===== src/rtl/lbist_ctrl.sv =====
// Logic BIST sequencer: seeds the LFSR, runs PATTERN_CNT patterns, flushes the MISR and
// compares the signature. Optional LBIST_SIG_OUT_EN exposes the captured signature on sig_o.
module lbist_ctrl #(
    parameter int unsigned      PATTERN_CNT = 256,
    parameter int unsigned      PIPE_DEPTH  = 2,
    parameter int unsigned      SIG_W       = 32,
    parameter logic [SIG_W-1:0] GOLDEN_SIG  = '0
) (
    input  logic             clk_i,
    input  logic             rst_ni,
    input  logic             start_i,
    input  logic [SIG_W-1:0] misr_sig_i,
    output logic             test_mode_o,
    output logic             lfsr_seed_load_o,
    output logic             lfsr_en_o,
    output logic             misr_clear_o,
    output logic             misr_en_o,
`ifdef LBIST_SIG_OUT_EN
    output logic [SIG_W-1:0] sig_o,
`endif
    output logic             done_o,
    output logic             go_nogo_o
);

    localparam int unsigned CntW = $clog2(PATTERN_CNT + 1);
    localparam int unsigned SetW = (PIPE_DEPTH > 1) ? $clog2(PIPE_DEPTH) : 1;
    localparam logic [CntW-1:0] CntLast = CntW'(PATTERN_CNT - 1);
    localparam logic [CntW-1:0] CntMax  = CntW'(PATTERN_CNT);
    localparam logic [SetW-1:0] SetLast = SetW'((PIPE_DEPTH > 0) ? PIPE_DEPTH - 1 : 0);

    typedef enum logic [2:0] {
        StIdle,
        StInit,
        StRun,
        StSettle,
        StCompare,
        StDone
    } state_e;

    state_e          state_q, state_d;
    logic            start_q;
    logic [CntW-1:0] cnt_q, cnt_d;
    logic [SetW-1:0] set_q, set_d;
    logic            pass_q, pass_d;
    logic            start_edge;

    assign start_edge = start_i & ~start_q;

    always_ff @(posedge clk_i or negedge rst_ni) begin
        if (!rst_ni) begin
            state_q <= StIdle;
            start_q <= 1'b0;
            cnt_q   <= '0;
            set_q   <= '0;
            pass_q  <= 1'b0;
        end else begin
            state_q <= state_d;
            start_q <= start_i;
            cnt_q   <= cnt_d;
            set_q   <= set_d;
            pass_q  <= pass_d;
        end
    end

    always_comb begin
        state_d = state_q;
        cnt_d   = cnt_q;
        set_d   = set_q;
        pass_d  = pass_q;
        unique case (state_q)
            StIdle: begin
                cnt_d = '0;
                if (start_edge) state_d = StInit;
            end
            StInit: begin
                cnt_d   = '0;
                set_d   = '0;
                state_d = StRun;
            end
            StRun: begin
                // Saturate so the counter can never wrap back into range.
                if (cnt_q != CntMax) cnt_d = cnt_q + CntW'(1);
                if (cnt_q == CntLast) state_d = (PIPE_DEPTH > 0) ? StSettle : StCompare;
            end
            StSettle: begin
                set_d = set_q + SetW'(1);
                if (set_q == SetLast) state_d = StCompare;
            end
            StCompare: begin
                pass_d  = (misr_sig_i == GOLDEN_SIG);
                state_d = StDone;
            end
            StDone: begin
                if (!start_i) state_d = StIdle;
            end
            default: state_d = StIdle;
        endcase
        // Dropping the request aborts any active phase without a done pulse.
        if (!start_i && (state_q inside {StInit, StRun, StSettle, StCompare})) begin
            state_d = StIdle;
        end
    end

    always_comb begin
        test_mode_o      = state_q inside {StInit, StRun, StSettle, StCompare};
        lfsr_seed_load_o = (state_q == StInit);
        misr_clear_o     = (state_q == StInit);
        lfsr_en_o        = (state_q == StRun);
        misr_en_o        = (state_q == StRun) || (state_q == StSettle);
        done_o           = (state_q == StDone);
        go_nogo_o        = (state_q == StDone) && pass_q;
    end

`ifdef LBIST_SIG_OUT_EN
    logic [SIG_W-1:0] sig_q;

    always_ff @(posedge clk_i or negedge rst_ni) begin
        if (!rst_ni) begin
            sig_q <= '0;
        end else if (state_q == StCompare) begin
            sig_q <= misr_sig_i;
        end
    end

    assign sig_o = sig_q;
`endif

endmodule


===== config.mk =====
export PLATFORM = sky130hd
export DESIGN_NAME = lbist_ctrl
export DESIGN_NICKNAME = d
export VERILOG_FILES = /design/src/rtl/lbist_ctrl.sv
export SDC_FILE = /design/constraint.sdc
export NUM_CORES = 1
export LEC_CHECK = 0
export CAP_MARGIN = 20
export CORE_MARGIN = 2
export CORE_UTILIZATION = 43
export CTS_CLUSTER_DIAMETER = 200
export DETAILED_ROUTE_END_ITERATION = 16
export GPL_ROUTABILITY_DRIVEN = 0
export PLACE_DENSITY = 0.84
export SYNTH_ARGS = -nofsm -noshare
export SYNTH_HDL_FRONTEND = slang
export SYNTH_SLANG_ARGS = --single-unit

===== constraint.sdc =====
create_clock -name clk_i -period 4.8 [get_ports clk_i]
set_input_delay 0.72 -clock clk_i [delete_from_list [all_inputs] [get_ports clk_i]]
set_output_delay 0.72 -clock clk_i [all_outputs]
set_load 0.1 [all_outputs]

; ---- Word-level counts from Yosys, hierarchy flattened
; Index checks and enable logic that the tools add are counted.
[totals]
register_bits = 15
inputBits = 35
out_inout_bits = 7
word_cells = 42
[classes]
n_addsub = 2
eq_ne = 12
n_mux = 9
bitwise = 2
reduce_logical = 12
[ops]
columns = operator, n
row1 = zero test 32 bit, 1
row2 = case mux 3 bit (6 select lines), 1
row3 = case mux 9 bit (2 select lines), 1
row4 = 2-to-1 mux 3 bit, 5
row5 = "adder 9 x 1 -> 9 bit, second input constant", 1
row6 = "equality test 9 x 8 -> 1 bit, second input constant", 1
row7 = 2-to-1 mux 9 bit, 1
row8 = "inequality test 9 bit, second input constant", 1
row9 = "equality test 3 x 2 -> 1 bit, second input constant", 2
row10 = "equality test 3 bit, second input constant", 2
row11 = "inequality test 3 x 2 -> 1 bit, second input constant", 2
row12 = AND reduction 4 bit, 1
row13 = nonzero test 2 bit, 2
row14 = nonzero test 4 bit, 1
row15 = "equality test 3 x 1 -> 1 bit, second input constant", 1
row16 = zero test 3 bit, 1
row17 = "inequality test 3 x 1 -> 1 bit, second input constant", 1
row18 = "inequality test 3 bit, second input constant", 1
row19 = logical AND 1 bit, 2
row20 = "inequality test 2 x 1 -> 1 bit, second input constant", 1
row21 = case mux 1 bit (2 select lines), 1
row22 = AND reduction 2 bit, 1
row23 = OR reduction 2 bit, 1
row24 = "adder 1 bit, second input constant", 1
row25 = 4 further kinds, 4

; ---- Logic depth before layout (Yosys ltp)
[depth]
word_depth = 5
mapped_depth = 8

; ---- Worst setup path after synthesis
; OpenSTA, ideal clock, no wires.
[synth_timing]
path_kind = reg2out
startpoint = register state_q[0]
endpoint = output test_mode_o
arrival_time_ns = 2.078
slack_ns = 2.002
stages_incl_launch_ff = 3
cell_sequence = dfrtp_1 > nor2_1 > xnor2_1
[synth_via]
elab_chain_len = 2
word_cells_on_any_way = 5
classes_between = 4 x eq/ne / 1 x reduce/logical
[synth_lines]
columns = element, line
row1 = from (decl), 40  ; state_e state_q, state_d;
row2 = from (signal assigned), 51  ; state_q <= StIdle;
row3 = from (signal assigned), 57  ; state_q <= state_d;
row4 = "equality test 3 x 1 -> 1 bit, or another cell as far along", 105  ; test_mode_o = state_q inside {StInit, StRun, StSettle, StCompare};
row5 = nonzero test 4 bit *, 105
row6 = to (decl), 13  ; output logic test_mode_o,
; Every way passes the cells marked *; elsewhere a longest branch is shown, timed or not.

; ---- Final worst setup path
[layout_timing]
startpoint = register state_q[2]
endpoint = output lfsr_seed_load_o
[layout_via]
elab_chain_len = 1
[layout_lines]
columns = element, line
row1 = equality test 3 x 1 -> 1 bit, 106  ; lfsr_seed_load_o = (state_q == StInit);
row2 = to (decl), 14  ; output logic lfsr_seed_load_o,
; Every way passes these cells.

==> impl_metrics.toml <==
[cells_and_area]
nNetsFinal = 174
insertedDiodeCount = 0
drive_above_1_share = 0.05926
final_util = 0.6881
area_growth_pct = 51.06

[clocking]
cts.clk_slew.worst_paths_ns = 0.09
clock_latency_ns = 0.28
postCtsSetupBuffers = 0
cts_sinks = 15
cts_tree = "yes"
cts.htree.levels = 1
clock-root-buffer = "clkbuf_4"
clock_path_buffers = 2
hold_buffers = 0
cts_buffers = 3
ctsResizeCount = 0

[grt]
grt_pass1_vias = 933
track_usage = 0.2126
antenna_found_initial = 0
grt_max_degree = 16
grt_first_pass_wirelength_um = 3912
grt.overflow.total = 0

[route]
avgViaCountPerCell = 5.444
vias = 882
wl_per_cell_um = 14.01
drt_iter0_drc = 27
drtPass1Iterations = 4
wirelength_um = 2270
antenna_left = 0
route.detailed.drc = 0

[setup_path]
cp.required_ns = 4.08
slowest_stage = "clkdlybuf4s50_1"
critPathMaxFanout = 9
cpPeakStageDelay_ns = 1.14
r2r_start = "cnt_q[0]"
critPathBufInv = 1
critPathTopFamily = "buffers and inverters"
rr_worst_depth = 8
cp.arrival_ns = 2.62
crit_chain = "nor2_1 > and2_1 > clkdlybuf4s50_1"
crit_path_start_kind = "register"
crit_type = "register to output port"
r2r_setup_slack_ns = 2.81
endpoint_kind = "output port"
reg2reg_to = "state_q[0]"

[min_path]
hold_path_class = "register to register"
whs_endpoint = "pass_q"
min_path_cells = 2
min_from = "pass_q"

[power_and_ir_drop]
power_per_cell_area_mw_per_mm2 = 223.8
power.leakage_nw = 0.5458
peakVddDrop_mv = 0.2214

[placed_design]
dpl_worst_slack_ns = 1.777
dp_hpwl_um = 1880
port_buffers = 41

[timing]
fmax_mhz = 299.2
fin_crit_ns = 3.343
setup_tns_ns = 0
rsz0062_at_grt = "no"
drv_slew = 0
tightest_slew_ns = 0.9814
finalCritPeriodShare = 0.6964
relSlewSlack = 0.3437
setup_ws_ns = 1.457
finClkSkew_ns = 0.006016
setup_viol = 0
hold_viol_final = 0

[die]
die-area_mm2 = 0.002436
core_mm2 = 0.001942
start_util = 0.4555
num_rows = 16
die_w_um = 49.36
die_h_um = 49.36
pin_count = 42

[synthesis]
synth_warnings = 0
netlist_area_um2 = 884.6
syn_nets = 130
synth-seq-cells = 15
netlist_instances = 92
synth_cell_types = 36
ys_seq_area_frac = 0.4243
avgSynthCellArea_um2 = 9.615

[flow_run]
max-cap-violations = 0

[status]
status = "finished, final reports clean"
## cell type report
class                   count  area (um2)
flip-flops and latches     15       375.4
inverters                   4       15.01
fillers                   164       605.6
repair buffers             41       410.4
clock buffers               4       26.28
well taps                  27       33.78
multi-input cells          71       475.5
## worst min-delay path, cell delays in order, from the launching register on
cell	delay, ns
dfrtp_1	0.36
nand2_1	0.05
o31ai_1	0.06
## state kept, by name, indices dropped and copies added, names as in the netlist
register,flops
cnt_q,9
set_q,1
state_q,3
pass_q,1
start_q,1
## logic make-up after synthesis
kind of cell	Yosys count	share of synthesized area
xor gates and xnor gates	6	0.05941
adders and majority gates	3	0.04244
buffers and inverters	6	0.03819
DFF	15	0.4243
and+or+nand+nor	50	0.3253
muxes	1	0.01132
AOI/OAI and AO/OA	11	0.09902
## how the worst max path moves through the flow
stage,from,endpoint,cells after the start
final,state_q[2],lfsr_seed_load_o,3
after detailed placement,state_q[2],lfsr_seed_load_o,3
after global placement,state_q[2],lfsr_seed_load_o,3
after global routing,state_q[2],misr_clear_o,3
after floorplan,state_q[0],test_mode_o,2
after CTS,state_q[2],lfsr_seed_load_o,3
## cells in the final DEF, fill, tap and decap left out, drive strengths merged, types with 2 or more instances in the layout
cell / Yosys / layout
o21ai: 2 / 2
nor2b: 2 / 2
inv: 4 / 4
clkbuf: 0 / 4
nor4: 10 / 10
xnor2: 4 / 4
nand4: 3 / 3
nand3: 2 / 2
clkdlybuf4s50: 0 / 41
nor2: 11 / 11
ha: 3 / 3
o31ai: 2 / 2
dfrtp: 15 / 15
xor2: 2 / 2
nand2: 8 / 8
a21oi: 2 / 2
and3: 4 / 4
and2: 3 / 3
## per-stage QoR
stage	power [mW]	cell area (um2)	instances	hold slack [ns]
after CTS	0.3008	1336	162	0.5047
after floorplan	0.1892	884.6	92	0.4244
final	0.2991	1336	162	0.5002
after global placement	0.2278	1310	158	0.4587
after global routing	0.3173	1336	162	0.5599
after detailed placement	0.2302	1310	158	0.4817
## layer usage
layer | track usage | vias up | share of wire
li1 | - | 419 | -
met1 | 0.2597 | 427 | 0.42
met2 | 0.3604 | 32 | 0.51
met3 | 0.05521 | 4 | 0.064
met4 | 0.07143 | 0 | 0.0088
met5 | 0 | - | 0
## Yosys cell counts
library cell  number  area, um2
o31a_1             1      8.760
nand4_1            3      18.77
o31ai_2            1      12.51
nor2b_1            2      12.51
inv_2              1      3.750
o21ai_0            1      5.000
ha_1               3      37.54
a21oi_1            2      10.01
nor3b_1            1      7.510
o22a_1             1      8.760
nor3_1             1      5.000
buf_4              1      7.510
nor2_1            10      37.54
a41oi_2            1      16.27
and2b_1            1      7.510
nor4_4             1      21.27
nor4bb_1           1      10.01
a21o_1             1      7.510
or3b_1             1      8.760
and3_1             4      25.02
nand2_1            8      30.03
nor2_2             1      6.260
and2_1             3      18.77
nor4_1             9      56.30
o21ai_1            1      5.000
inv_1              3      11.26
mux2i_1            1      10.01
dfrtp_1           15      375.4
xor2_1             2      17.52
nand3_1            2      10.01
o31ai_1            1      7.510
xnor2_1            4      35.03
nand2b_1           1      6.260
or3_1              1      6.260
a31oi_1            1      6.260
buf_6              1      11.26
## where the power goes
part	switching (mW)	leakage (nW)	internal (mW)	total (mW)
sequential	0.00557	0.204	0.131	0.137
combinational	0.0516	0.327	0.0395	0.0911
clock	0.0391	0.0150	0.0322	0.0713
(Power assumes the default switching activity.)
